## src/rtl/fmul_arbiter.sv

```systemverilog
// Round-robin sharing of one external fmul between NREQ requesters. A tag pipeline
// matched to the fmul latency steers each result back to its issuer as a one-cycle pulse.
module fmul_arbiter #(
  parameter int NREQ = 4,
  parameter int LAT  = 0
) (
  input  logic                 clk,
  input  logic                 rstn,
  input  logic [NREQ-1:0]      req_valid,
  input  logic [32*NREQ-1:0]   req_x1,
  input  logic [32*NREQ-1:0]   req_x2,
  output logic [NREQ-1:0]      req_ready,
  output logic [NREQ-1:0]      res_valid,
  output logic [31:0]          res_y,
  output logic                 res_ovf,
  output logic                 res_udf,
  output logic [31:0]          fmul_x1,
  output logic [31:0]          fmul_x2,
  input  logic [31:0]          fmul_y,
  input  logic                 fmul_ovf,
  input  logic                 fmul_udf,
  output logic                 idle
);

  localparam int PW    = (NREQ > 1) ? $clog2(NREQ) : 1;
  localparam int DEPTH = LAT + 1;

  // One-hot grant to the first eligible index at or above ptr, wrapping.
  function automatic logic [NREQ-1:0] rr_pick(input logic [NREQ-1:0] elig,
                                              input logic [PW-1:0]   ptr);
    logic [NREQ-1:0] gnt;
    logic [PW-1:0]   idx;
    gnt = '0;
    // Walk from the far end so the candidate nearest ptr is written last.
    for (int k = NREQ - 1; k >= 0; k--) begin
      idx = PW'((int'(ptr) + k) % NREQ);
      if (elig[idx]) begin
        gnt      = '0;
        gnt[idx] = 1'b1;
      end
    end
    return gnt;
  endfunction

  function automatic logic [PW-1:0] oh2idx(input logic [NREQ-1:0] oh);
    logic [PW-1:0] idx;
    idx = '0;
    for (int i = 0; i < NREQ; i++) begin
      if (oh[i]) idx = PW'(i);
    end
    return idx;
  endfunction

  logic [NREQ-1:0] r_busy;
  logic [PW-1:0]   r_ptr;
  logic [DEPTH-1:0] r_tag_vld_p;
  logic [PW-1:0]   r_tag_id_p [DEPTH];
  logic [31:0]     r_fmul_x1;
  logic [31:0]     r_fmul_x2;
  logic [NREQ-1:0] r_res_valid;
  logic [31:0]     r_res_y;
  logic            r_res_ovf;
  logic            r_res_udf;

  logic [NREQ-1:0] w_elig;
  logic [NREQ-1:0] w_grant;
  logic            w_issue;
  logic [PW-1:0]   w_gidx;
  logic [PW-1:0]   w_ptr_nxt;
  logic [31:0]     w_sel_x1;
  logic [31:0]     w_sel_x2;
  logic            w_cap;
  logic [PW-1:0]   w_cap_id;
  logic [NREQ-1:0] w_cap_oh;

  // Issue stage: arbitration and operand select
  assign w_elig    = req_valid & ~r_busy;
  assign w_grant   = rstn ? rr_pick(w_elig, r_ptr) : '0;
  assign w_issue   = |w_grant;
  assign w_gidx    = oh2idx(w_grant);
  assign w_ptr_nxt = (w_gidx == PW'(NREQ - 1)) ? '0 : w_gidx + PW'(1);
  assign req_ready = w_grant;

  always_comb begin
    w_sel_x1 = '0;
    w_sel_x2 = '0;
    for (int i = 0; i < NREQ; i++) begin
      if (w_grant[i]) begin
        w_sel_x1 = req_x1[32*i +: 32];
        w_sel_x2 = req_x2[32*i +: 32];
      end
    end
  end

  always_ff @(posedge clk or negedge rstn) begin
    if (!rstn) begin
      r_ptr     <= '0;
      r_fmul_x1 <= '0;
      r_fmul_x2 <= '0;
    end else if (w_issue) begin
      r_ptr     <= w_ptr_nxt;
      r_fmul_x1 <= w_sel_x1;
      r_fmul_x2 <= w_sel_x2;
    end
  end

  // Tag pipeline: tracks which requester owns the product in each fmul stage
  always_ff @(posedge clk or negedge rstn) begin
    if (!rstn) begin
      r_tag_vld_p <= '0;
    end else begin
      r_tag_vld_p[0] <= w_issue;
      for (int j = 1; j < DEPTH; j++) begin
        r_tag_vld_p[j] <= r_tag_vld_p[j-1];
      end
    end
  end

  always_ff @(posedge clk) begin
    r_tag_id_p[0] <= w_gidx;
    for (int j = 1; j < DEPTH; j++) begin
      r_tag_id_p[j] <= r_tag_id_p[j-1];
    end
  end

  // Capture stage: register the fmul result and route it to its owner
  assign w_cap    = r_tag_vld_p[DEPTH-1];
  assign w_cap_id = r_tag_id_p[DEPTH-1];

  always_comb begin
    w_cap_oh = '0;
    if (w_cap) w_cap_oh[w_cap_id] = 1'b1;
  end

  always_ff @(posedge clk or negedge rstn) begin
    if (!rstn) begin
      r_res_valid <= '0;
      r_res_y     <= '0;
      r_res_ovf   <= 1'b0;
      r_res_udf   <= 1'b0;
    end else begin
      r_res_valid <= w_cap_oh;
      if (w_cap) begin
        r_res_y   <= fmul_y;
        r_res_ovf <= fmul_ovf;
        r_res_udf <= fmul_udf;
      end
    end
  end

  // Clear on capture first, so a same-edge new issue keeps the requester busy.
  always_ff @(posedge clk or negedge rstn) begin
    if (!rstn) begin
      r_busy <= '0;
    end else begin
      r_busy <= (r_busy & ~w_cap_oh) | w_grant;
    end
  end

  assign fmul_x1   = r_fmul_x1;
  assign fmul_x2   = r_fmul_x2;
  assign res_valid = r_res_valid;
  assign res_y     = r_res_y;
  assign res_ovf   = r_res_ovf;
  assign res_udf   = r_res_udf;
  assign idle      = ~|r_busy & ~|r_tag_vld_p;

endmodule

```

## config.mk

```make
export PLATFORM = sky130hd
export DESIGN_NAME = fmul_arbiter
export DESIGN_NICKNAME = d
export VERILOG_FILES = /design/src/rtl/fmul_arbiter.sv
export SDC_FILE = /design/constraint.sdc
export NUM_CORES = 1
export LEC_CHECK = 0
export CORE_AREA = 4 4 153 155
export CTS_BUF_LIST = sky130_fd_sc_hd__clkbuf_16
export DETAILED_ROUTE_END_ITERATION = 8
export DIE_AREA = 0 0 157 159
export PLACE_DENSITY = 0.61
export SLEW_MARGIN = 10
export SYNTH_ARGS = -nofsm -noshare
export SYNTH_HDL_FRONTEND = slang
export SYNTH_SLANG_ARGS = --single-unit
```

## constraint.sdc

```tcl
create_clock -name clk -period 9.3 [get_ports clk]
set_input_delay 1.86 -clock clk [delete_from_list [all_inputs] [get_ports clk]]
set_output_delay 1.86 -clock clk [all_outputs]
set_load 0.01 [all_outputs]
```

==> impl_summary.md, run 1 <==
Synthesis
The Yosys warning count is 0. The area share of fa/ha/maj cells after synthesis is 0.8446%. The portion of synthesized area spent on multiplexers is approximately 9%. The number of instances in the synthesized netlist is 590. The synthesized netlist occupies a cell area of 0.005926 sq mm. Each instance of the synthesized netlist takes up on average 10.04 sq um. The synthesized design contains 0 enable-type register cells. The number of nets produced by synthesis is between 800 and 900. In this run, synthesis produced a sequential element count of 111.

Of all flip-flops after synthesis, the portion carrying an async set or reset was a little over nine tenths. The synthesized netlist devotes 27.09% of its cell area to compound gates. By area, the combinational part of the netlist is dominated by compound AO/OA/AOI/OAI gates. The synthesized netlist devotes 11.55% of its cell area to simple gates. Of the synthesized area, sequential elements account for between 40% and 50%. The synthesized netlist devotes 0% of its cell area to XOR and XNOR gates. The primary flip-flop cell chosen by synthesis mapping is sky130_fd_sc_hd__dfrtp_1. The distinct cell type count of the synthesized netlist is 40.

Critical path
The type of the worst setup path is in2out. Counting buffers and inverters, the worst setup path is 7 cells deep. Traced cell by cell, the critical path runs through clkdlybuf4s50_1, nor2b_1, mux4_2, nor2_1, a221oi_1, nor4_1, clkdlybuf4s50_1. The startpoint identified for the worst register-to-register timing path is r_ptr[0].

For flop-to-flop paths, the worst setup slack is 4650 ps. The depth of the worst register-to-register path is 10. The cell occurring most often along the worst timing path is sky130_fd_sc_hd__clkdlybuf4s50_1. The timing endpoint of the critical path is req_ready[1]. The worst register-to-register path ends at fmul_x1[21]. The largest stage delay on the critical path is 650 ps. The critical path required time is between 7000 and 8000 ps. The critical path capture point type is an output pin. In this run the worst setup path begins at req_valid[2]. Broken down by cell family, the worst path's largest delay share belongs to buffers and inverters. The type of origin of the critical path is a primary input. The number of buffers and inverters on the critical path is 2. The largest fanout on the critical path is 8. At the worst endpoint, the arrival time is 4410 ps. The cell type of the slowest stage on the worst timing path is sky130_fd_sc_hd__clkdlybuf4s50_1.

Clock network
The clock latency of the later-clocked register in the worst-skew pair is 360 ps. The post-CTS setup repair buffer count is 0. The H-tree was split into 3 levels.

TritonCTS built the clock tree. The total clock sinks is between 100 and 150. Once the clock tree was built, the resizer swapped 0 gates to a different size. The number of buffers added to fix hold violations after cts is 0. The buffer type at the clock tree root is sky130_fd_sc_hd__clkbuf_16. TritonCTS created 9 clock buffers. The clock transition at the register clock pins on the worst setup and hold paths after CTS is 80 ps. No sink is reached through more buffers than the 2 on the longest clock path.

Die
In this run the horizontal extent of the chip is around 160 um. The floorplan die area is 0.02496 sq mm. The row count is 54. just over 400 I/O pins were placed. The effective utilization at floorplan is 27.15%. The area of the core region is 0.02182 sq mm.

The die is 159 um tall.

STA
The routed design could run at a clock period as short as 6274 ps. The transition time at the pin with the least slew margin is 905.8 ps. Static timing analysis puts the maximum clock frequency at 0.1594 GHz. The final setup TNS is 0 ps. Setup repair after global routing left no endpoint under its margin. For the final database, setup skew stands at 6.544 ps. Of the available clock period, the critical path in the final layout requires 67.47%. The final number of setup-violating endpoints is 0. The number of hold-slack violations in the final timing report came to 0. The number of slew-limit violations in the final report is 0. The worst slew margin relative to its limit is 39.42%.

Run
Across the run, the number of max-cap violations was 0.

Placed design
The placed wire-length estimate is 18,160 um. The placer congestion estimate is roughly 0.76. Input and output buffers added on the ports amount to between 400 and 500. In this run the cell area measured after placement is 0.01012 sq mm.

Power and ir drop
The power spent charging and discharging nets is 1.657 mW. Dividing total power by cell area gives a power density of 364.7 mW/mm^2. Net switching is 43.60% of the power. The analysis attributes to cell leakage a power of around 4 nW.

The combinational power share is 65.6%. The worst-case vdd ir drop is 0.2126 mV. The internal power of the cells totals approximately 2.1 mW. The share of total power dissipated in sequential elements is 23.9%.

The relative contribution of the clock network to total power is a little over a tenth.

Cells and area
In the final layout, the share of cells above drive strength 1 is under 10%. The repair_antennas step left the layout with diodes totalling 0. The post-layout net count is 1,258. The relative area change from synthesis to final layout is 75.89%. The leading cell type in the layout, fill and taps excluded is sky130_fd_sc_hd__clkdlybuf4s50_1. In the layout the commonest cells are sky130_fd_sc_hd__clkdlybuf4s50_1, sky130_fd_sc_hd__dfrtp_1, sky130_fd_sc_hd__nor2_1, sky130_fd_sc_hd__nand2_1, sky130_fd_sc_hd__o21ai_0. Once layout is done, the placed cells without fillers occupy 0.01042 sq mm.

Global route
The global-route wire length before repair is 38,030 um. The number of antenna violations at the first check in global routing was 0. The pin count of the biggest net entering global routing is 88. Summed over all layers, the global routing overflow is 0. Global routing consumed, over all layers together, 19.38% of the routing resources. The number of global-route vias before repair is 6,595.

Drt
The mean routed wirelength per cell is 20.07 um. The number of optimization iterations in the first detailed-route pass is 4. After detailed routing, the number of vias per cell comes to roughly 5.0. In the routed design, unresolved DRC markers number 0. The residual antenna-violating net count after detailed routing is 0. The routed design has 24,950 um of wire. Across all layers, the routed design uses roughly 6,200 vias. The detailed router's first-iteration violation count is about 400.

Status
The run finished with clean final reports.

Min path
The class of the most critical hold timing path is reg2reg.
==> per-layer routing <==
| layer | share of wire [%] | wire length (um) | up-vias | global-route usage [%] |
|---|---|---|---|---|
| li1 | - | - | 2949 | - |
| met1 | 39 | 9628 | 2961 | 22.66 |
| met2 | 49 | 12260 | 291 | 33.59 |
| met3 | 10 | 2529 | 29 | 7.013 |
| met4 | 2.1 | 530 | 0 | 4.892 |
| met5 | 0 | 0 | - | 0 |
==> cells by family (layout without fill, tap and decap cells) <==
| kind of cell | count (synthesis) | count (layout) |
|---|---|---|
| compound gates | 210 | 210 |
| fa+ha+maj | 4 | 4 |
| buf+inv | 63 | 436 |
| flops | 111 | 111 |
| mux | 40 | 40 |
| simple gates | 162 | 162 |
==> worst min-delay path, stage by stage (launching register included) <==
cell and delay, ps:
sky130_fd_sc_hd__dfxtp_1 340, sky130_fd_sc_hd__nand2_1 80, sky130_fd_sc_hd__nor2_1 40
==> power by group through the flow <==
stage,registers (mW),logic [mW],clock network [mW]
2_1_floorplan,1.00,1.44,0
5_1_grt,0.946,2.76,0.435
6_report,0.908,2.49,0.399
3_3_place_gp,0.913,2.50,0
3_5_place_dp,0.913,2.54,0
4_1_cts,0.912,2.55,0.417
==> synth_stat cells (2+ instances only) <==
library cell                number  share of area, %
sky130_fd_sc_hd__nor2_1         69               4.4
sky130_fd_sc_hd__buf_2          15               1.3
sky130_fd_sc_hd__nor3b_1         3              0.38
sky130_fd_sc_hd__a211o_1         3              0.44
sky130_fd_sc_hd__nor2b_1         4              0.42
sky130_fd_sc_hd__o21bai_1        2              0.25
sky130_fd_sc_hd__buf_4           2              0.25
sky130_fd_sc_hd__inv_1           6              0.38
sky130_fd_sc_hd__buf_1           2              0.13
sky130_fd_sc_hd__nand2b_1        5              0.53
sky130_fd_sc_hd__ha_1            4              0.84
sky130_fd_sc_hd__a221oi_1       65               9.6
sky130_fd_sc_hd__mux4_2          6               2.3
sky130_fd_sc_hd__o21ai_0        66               5.6
sky130_fd_sc_hd__o21a_1          2              0.25
sky130_fd_sc_hd__buf_6           5              0.95
sky130_fd_sc_hd__mux2_2         34               6.5
sky130_fd_sc_hd__a21oi_1         2              0.17
sky130_fd_sc_hd__inv_2           3              0.19
sky130_fd_sc_hd__dfrtp_1       109                46
sky130_fd_sc_hd__or3_1           3              0.32
sky130_fd_sc_hd__o2bb2ai_1      64               9.5
sky130_fd_sc_hd__clkbuf_1       30               1.9
sky130_fd_sc_hd__nand2_1        69               4.4
sky130_fd_sc_hd__dfxtp_1         2              0.68
==> flip-flops by register name (all words and copies together) (netlist names) <==
register	flops
res_ovf	1
r_tag_id_p	2
fmul_x1	32
res_udf	1
res_valid	4
fmul_x2	32
r_busy	4
r_tag_vld_p	1
res_y	32
r_ptr	2
==> layout make-up <==
type / instances / area (sq um)
clock inverter: 7 / 76.32
tap: 280 / 350.3
fill: 2112 / 11400
inverter: 9 / 33.78
multi-input combinational: 416 / 2877
timing repair buffer: 411 / 4093
sequential: 111 / 2768
clock buffer: 9 / 225.2
==> through the flow <==
| stage | util [%] | power [mW] | instances | worst slack (ps) | hold WS [ps] |
|---|---|---|---|---|---|
| floorplan | - | 2.442 | 590 | 3780 | 428.9 |
| global placement | 46.38 | 3.415 | 1227 | 3093 | 469.4 |
| detailed placement | 46.38 | 3.455 | 1227 | 2978 | 470.9 |
| CTS | 47.76 | 3.874 | 1243 | 3042 | 487.6 |
| global route | 47.76 | 4.144 | 1243 | 2873 | 511.4 |
| finish | 47.76 | 3.802 | 1243 | 3026 | 484.2 |
==> worst min-delay path by stage <==
stage / end / depth (start not counted) / from / slack [ps]
finish: res_valid[2] / 2 / r_tag_id_p[0][1] / 480
global route: fmul_x2[17] / 1 / fmul_x2[17] / 510
CTS: res_valid[2] / 2 / r_tag_id_p[0][1] / 490
detailed placement: res_valid[2] / 1 / r_tag_id_p[0][0] / 470
global placement: fmul_x2[27] / 1 / fmul_x2[27] / 470
floorplan: res_valid[2] / 1 / r_tag_id_p[0][0] / 430
Power figures use the tool's default switching activity.
==> inputs of run 2 (changes only) <==
- CORE_AREA: 4 4 153 155 -> 4 4 154 156
- DIE_AREA: 0 0 157 159 -> 0 0 158 160
- PLACE_DENSITY: 0.61 -> 0.6
- clock period: 9.3 -> 6.35 ns (I/O delays scaled with it)
==> run 2 against run 1 <==
- utilization decreased by 0.84 points
- worst setup slack worse by 1700 ps
- sequential share of layout area decreased by 0.18 points
- highest routed layer unchanged
- global-route usage rose by 0.35 points
- critical path type unchanged
- non-clock buffer count is the same
- sequential cell count unchanged
- power increased by 50%
==> impl_summary.md, run 2 (synthesis gave the netlist of run 1 again) <==
Status
Result of the run: finished clean (unchanged).

STA
The transition time at the pin with the least slew margin was 877.6 ps (was 905.8 ps). The worst clock skew came to 14.49 ps (was 6.544 ps). Unrepaired setup endpoints after global routing: no (unchanged). The number of hold-slack violations in the final timing report came to 0 (unchanged). The final number of setup-violating endpoints is 0 (unchanged). The post-route clock period utilization is 79.31%. The number of slew-limit violations in the final report was 0 (unchanged).

The final setup TNS is 0 ps (unchanged). The fmax is 0.1986 GHz. The worst slew margin relative to its limit is 41.49% (was 39.42%). The clock period minus worst slack is 5036 ps.

Critical path
The worst endpoint data arrival time was 3770 ps (was 4410 ps). The largest stage delay on the critical path is 570 ps (was 650 ps). The worst reg2reg path endpoint was fmul_x2[0] (was fmul_x1[21]). Cell Chain, Critical Path: clkdlybuf4s50_1, nor2b_1, mux4_2, nor3b_2, o221ai_4, or2_2, inv_1, clkdlybuf4s50_1 (was clkdlybuf4s50_1, nor2b_1, mux4_2, nor2_1, a221oi_1, nor4_1, clkdlybuf4s50_1). The critical path required time is 5080 ps (was 7440 ps). The startpoint of the worst-slack reg-to-reg timing path is r_ptr[0] (unchanged). The depth of the worst register-to-register path was 10 (unchanged).

The largest fanout on the critical path is 8 (unchanged). The cell type of the slowest stage on the worst timing path is sky130_fd_sc_hd__mux4_2 (was sky130_fd_sc_hd__clkdlybuf4s50_1). The type of the worst setup path is in2out (unchanged). The critical path capture point type is an output pin (unchanged). The setup slack of the worst register-to-register path is 2290 ps (was 4650 ps). The type of origin of the critical path is a primary input (unchanged). The cell occurring most often along the worst timing path is sky130_fd_sc_hd__clkdlybuf4s50_1 (unchanged). The launch point of the worst path is req_valid[1] (was req_valid[2]).

Drt
The number of optimization iterations in the first detailed-route pass is 5 (was 4). The via density per instance was 5.050 (was 5.012). The detailed-route DRC error count came to 0 (unchanged). The detailed router's first-iteration violation count came to 389 (was 403). The mean routed wirelength per cell came to 21.04 um (was 20.07 um). The detailed-route via count is 6,302 (was 6,230).

The wire length reported by the detailed router came to 26,260 um (was 24,950 um). The residual antenna-violating net count after detailed routing is 0 (unchanged).

Die
The effective utilization at floorplan came to 26.50% (was 27.15%). The horizontal die dimension is 158 um (was 157 um). The die span in y is 160 um (was 159 um). The number of ports placed on the die boundary is 403 (unchanged). The row count is 55 (was 54). The area of the core region is 0.02237 sq mm (was 0.02182 sq mm). The floorplan die area is 0.02528 sq mm (was 0.02496 sq mm).

Clock network
The maximum count of clock buffers along a single path is 2 (unchanged). The count of H-tree levels built during CTS is 3 (unchanged). The clock transition at the register clock pins on the worst setup and hold paths after CTS came to 90 ps (was 80 ps). The CTS tree is built (unchanged).

The number of CTS-inserted buffers is 9 (unchanged). The number of buffers added to fix hold violations after cts is 0 (unchanged). The post-CTS setup repair buffer count was 0 (unchanged).

The buffer type at the clock tree root is sky130_fd_sc_hd__clkbuf_16 (unchanged). The clock latency of the later-clocked register in the worst-skew pair is 370 ps (was 360 ps). The total of cells resized after clock tree synthesis was 0 (unchanged).

The total clock sinks is 111 (unchanged).

Global route
The overall overflow remaining after global route is 0 (unchanged). The overall fraction of global-route tracks in use came to 19.73% (was 19.38%). The global-route wire length before repair came to 39,080 um (was 38,030 um). The number of global-route vias before repair is 6,549 (was 6,595).

The pin count of the biggest net entering global routing is 147 (was 88). The number of antenna violations at the first check in global routing is 0 (unchanged).

Placed design
The number of input and output port buffers inserted is 402 (unchanged). The placed wire-length estimate is 18,670 um (was 18,160 um). The area of placed instances came to 0.01016 sq mm (was 0.01012 sq mm). The placer congestion estimate is 0.8315 (was 0.7611).

Cells and area
Commonest cells after routing, fill and taps aside: sky130_fd_sc_hd__clkdlybuf4s50_1, sky130_fd_sc_hd__dfrtp_1, sky130_fd_sc_hd__nor2_1, sky130_fd_sc_hd__nand2_1, sky130_fd_sc_hd__o21ai_0 (unchanged). The post-route cell area is 0.01049 sq mm (was 0.01042 sq mm). The relative area change from synthesis to final layout is 77.07% (was 75.89%). The total inserted antenna cells is 0 (unchanged). The leading cell type in the layout, fill and taps excluded was sky130_fd_sc_hd__clkdlybuf4s50_1 (unchanged). The fraction of final layout cells with drive strength greater than 1 came to 7.996% (was 7.892%). The core utilization of the finished layout is 46.91% (was 47.76%).

The post-layout net count is 1,258 (unchanged).

Min path
The launch point of the worst hold path is r_tag_id_p[0][1] (unchanged). The number of cells on the worst hold path is 2 (unchanged). The class of the most critical hold timing path is reg2reg (unchanged).

The endpoint of the worst hold path is res_valid[2] (unchanged).

Power and ir drop
The worst-case vdd ir drop came to 0.3927 mV (was 0.2126 mV). The power per standard cell area is 542.6 mW/mm^2 (was 364.7 mW/mm^2). The static leakage is 4.093 nW (was 4.073 nW).

Run
The count of max-cap constraint violations is 0 (unchanged).
[run 2: worst max path at each step]
stage	to	slack (ps)	depth (start not counted)
2_1_floorplan	req_ready[2]	2010	8
3_3_place_gp	fmul_x2[7]	1240	10
3_5_place_dp	fmul_x2[0]	1200	10
4_1_cts	req_ready[2]	1290	8
5_1_grt	req_ready[1]	1170	7
6_report	req_ready[2]	1310	8
[run 2: area by class of cell]
class                   instances  area (sq um)
fillers                      2118         11870
repair buffers                411          4130
clock buffers                   9         225.2
clock inverters                 7         102.6
flip-flops and latches        111          2768
well taps                     285         356.6
inverters                       9         33.78
multi-input cells             416          2877
[run 2: routing by layer]
| metal | global-route usage (%) | part of all wire, % | wire length [um] | vias to the layer above |
|---|---|---|---|---|
| li1 | - | - | - | 2947 |
| met1 | 23.76 | 40 | 10500 | 3042 |
| met2 | 33.46 | 48 | 12690 | 290 |
| met3 | 7.209 | 9.9 | 2592 | 23 |
| met4 | 4.808 | 1.8 | 477 | 0 |
| met5 | 0 | 0 | 0 | - |
[run 2: worst max-delay path: cells and delay by family]
kind,cells,cell delay (ps)
compound gates,1,130
buf+inv,3,1050
mux,1,570
simple gates,3,740
[run 2: report_power, final]
group	internal [mW]	leakage (nW)	switching [mW]
Clock	0.299	0.161	0.338
Combinational	1.78	2.62	1.94
Sequential	1.12	1.32	0.222
[run 2: through the flow]
step,instances,setup WS [ps],power (mW),hold slack [ps]
3_3_place_gp,1232,1240,5.079,459.5
4_1_cts,1248,1291,5.784,482.9
3_5_place_dp,1232,1205,5.115,470.0
2_1_floorplan,590,2010,3.577,428.9
5_1_grt,1248,1169,6.172,514.0
6_report,1248,1314,5.693,478.7
==> inputs of run 3 (changes only) <==
- clock period: 6.35 -> 4.7 ns (I/O delays scaled with it)
==> run 3 against run 2 <==
- power up 35%
- sequential power grew 34%
- worst hold slack worse by 77 ps
- clock skew is 3.1 ps higher
- highest routed layer unchanged
==> impl_summary.md, run 3 (synthesis gave the netlist of run 1 again) <==
STA
The final setup TNS is 0 ps (unchanged). The worst slack on hold paths was 401.9 ps (was 478.7 ps). The number of slew-limit violations in the final report is 0 (unchanged). Unrepaired setup endpoints after global routing: no (unchanged). The number of hold-slack violations in the final timing report is 0 (unchanged). The worst slew margin relative to its limit is 42.91% (was 41.49%).

The worst path needs 4370 ps of the cycle, external delays included. The final number of setup-violating endpoints is 0 (unchanged). The worst clock skew is 17.57 ps (was 14.49 ps).

The transition time at the pin with the least slew margin is 856.3 ps (was 877.6 ps). The fmax is 0.2289 GHz. Of the available clock period, the critical path in the final layout requires approximately 93%.

Global route
The pin count of the biggest net entering global routing is 164 (was 147). The number of global-route vias before repair is 6,494 (was 6,549). The number of antenna violations at the first check in global routing is 1 (was 0). The overall overflow remaining after global route is 0 (unchanged).

The overall fraction of global-route tracks in use came to 19.40% (was 19.73%). The global-route wire length before repair came to 38,360 um (was 39,080 um).

Run
The count of max-cap constraint violations was 0 (unchanged).

Clock network
The number of CTS-inserted buffers was 9 (unchanged). The total of cells resized after clock tree synthesis is 0 (unchanged). The total clock sinks is 111 (unchanged). The count of H-tree levels built during CTS is 3 (unchanged). The clock transition at the register clock pins on the worst setup and hold paths after CTS came to 90 ps (about the same). The maximum count of clock buffers along a single path is 2 (unchanged). The post-CTS setup repair buffer count was 0 (unchanged). The clock latency of the later-clocked register in the worst-skew pair was 360 ps (was 370 ps). The number of buffers added to fix hold violations after cts came to 0 (unchanged).

The buffer type at the clock tree root is sky130_fd_sc_hd__clkbuf_16 (unchanged). The CTS tree is built (unchanged).

Die
The number of ports placed on the die boundary is 403 (unchanged). The effective utilization at floorplan is 26.50% (unchanged). The die span in y is 160 um (unchanged). The horizontal die dimension is 158 um (unchanged). The area of the core region is 0.02237 sq mm (unchanged).

The row count came to 55 (unchanged). The floorplan die area is 0.02528 sq mm (unchanged).

Cells and area
The combined area of the multi-input logic cells came to 0.002877 sq mm (unchanged). The post-layout net count is 1,260 (was 1,258). The fraction of final layout cells with drive strength greater than 1 is 8.187% (was 7.996%). The count of filler cells inserted in the layout came to 2,137 (was 2,118). Commonest cells after routing, fill and taps aside: sky130_fd_sc_hd__clkdlybuf4s50_1, sky130_fd_sc_hd__dfrtp_1, sky130_fd_sc_hd__nor2_1, sky130_fd_sc_hd__nand2_1, sky130_fd_sc_hd__o21ai_0 (unchanged). The leading cell type in the layout, fill and taps excluded was sky130_fd_sc_hd__clkdlybuf4s50_1 (unchanged). The combined flip-flop and latch cell area came to 0.002768 sq mm (unchanged). The relative area change from synthesis to final layout came to 77.47% (was 77.07%). The core utilization of the finished layout is 47.02% (was 46.91%).

Placed design
The placed wire-length estimate is 18,360 um (was 18,670 um). The number of input and output port buffers inserted is 402 (unchanged). The placer congestion estimate is 0.8297 (was 0.8315).

Power and ir drop
The total internal power came to 4.357 mW (was 3.191 mW). The worst-case vdd ir drop is 0.6369 mV (was 0.3927 mV). The static leakage is 4.103 nW (was 4.093 nW). The net switching share of the total power was 43.43% (was 43.96%). The combinational power share came to 66.2% (was 65.3%).

The portion of total power attributed to sequential cells is 23.3% (was 23.5%). The power per standard cell area is 732.3 mW/mm^2 (was 542.6 mW/mm^2). The power spent charging and discharging nets was 3.344 mW (was 2.502 mW). The relative contribution of the clock network to total power is 10.4% (was 11.2%).

Critical path
The critical path required time came to 3760 ps (was 5080 ps). The type of origin of the critical path is a primary input (unchanged). The largest stage delay on the critical path is 620 ps (was 570 ps). The critical path capture point type is an output pin (unchanged). Cell Chain, Critical Path: clkdlybuf4s50_1, nor2b_1, mux4_2, nor2_1, a221oi_1, nor4_1, clkdlybuf4s50_1 (was clkdlybuf4s50_1, nor2b_1, mux4_2, nor3b_2, o221ai_4, or2_2, inv_1, clkdlybuf4s50_1). The cell occurring most often along the worst timing path is sky130_fd_sc_hd__clkdlybuf4s50_1 (unchanged). The cell type of the slowest stage on the worst timing path is sky130_fd_sc_hd__clkdlybuf4s50_1 (was sky130_fd_sc_hd__mux4_2). The type of the worst setup path is in2out (unchanged). The worst endpoint data arrival time is 3430 ps (was 3770 ps). The largest fanout on the critical path is 8 (unchanged).

Drt
The detailed-route DRC error count is 0 (unchanged). The detailed router's first-iteration violation count is 310 (was 389). The number of optimization iterations in the first detailed-route pass was 5 (unchanged).

The residual antenna-violating net count after detailed routing is 0 (unchanged). The wire length reported by the detailed router is 25,720 um (was 26,260 um). The mean routed wirelength per cell was 20.56 um (was 21.04 um). The via density per instance is 4.997 (was 5.050). The detailed-route via count was 6,251 (was 6,302).

Min path
The class of the most critical hold timing path was in2async (was reg2reg).

Status
Result of the run: finished clean (unchanged).
## run 3: changes by cell type in the layout (fill, tap and decap cells not counted), sizes merged
cell	before	now
diode	0	1
buf	10	12
clkinv	0	5
inv	16	11
## run 3: critical path: cells and delay by family
kind / cells / cell delay [ps]
buffers and inverters: 2 / 1040
AOI/OAI and AO/OA: 1 / 130
muxes: 1 / 570
and+or+nand+nor: 3 / 760
## run 3: area by class of cell
cell class                      count  share of cell area [%]
Antenna cell                        1                 0.02380
Timing Repair Buffer              413                   39.66
Inverter                            9                  0.3212
Tap cell                          285                   3.391
Multi-Input combinational cell    416                   27.35
Sequential cell                   111                   26.32
Clock buffer                        9                   2.142
Clock inverter                      7                  0.7971
## run 3: worst paths after layout
check | start | endpoint | slack [ps] | depth (start not counted)
setup / recovery | req_valid[1] | req_ready[1] | 330 | 7
hold / removal | rstn | r_busy[3] | 400 | 1
setup reg to reg | r_ptr[0] | fmul_x1[29] | 1220 | 10
hold reg to reg | r_tag_id_p[0][1] | res_valid[2] | 490 | 2
max in group asynchronous | rstn | fmul_x2[16] | 3200 | 2
min in group clk | r_tag_id_p[0][1] | res_valid[2] | 490 | 2
## run 3: power by group through the flow
stage / clock, mW / sequential [mW] / combinational (mW)
2_1_floorplan: 0 / 1.98 / 2.85
3_3_place_gp: 0 / 1.80 / 5.17
3_5_place_dp: 0 / 1.80 / 5.20
4_1_cts: 0.838 / 1.80 / 5.21
5_1_grt: 0.874 / 1.87 / 5.60
6_report: 0.804 / 1.80 / 5.10
## run 3: layer usage
layer / routed length, um / up-vias / track usage (%)
li1: - / 2959 / -
met1: 10280 / 2970 / 23.73
met2: 12330 / 293 / 32.66
met3: 2664 / 29 / 6.802
met4: 444 / 0 / 4.769
met5: 0 / - / 0
## run 3: per-stage QoR
| step | instance area [sq um] | total power [mW] | setup WS, ps | cells |
|---|---|---|---|---|
| after floorplan | 5926 | 4.832 | 1020 | 590 |
| after global placement | 10200 | 6.970 | 330.7 | 1234 |
| after detailed placement | 10200 | 7.001 | 293.8 | 1234 |
| after CTS | 10510 | 7.850 | 299.4 | 1250 |
| after global routing | 10520 | 8.343 | 161.6 | 1251 |
| final | 10520 | 7.701 | 330.3 | 1251 |
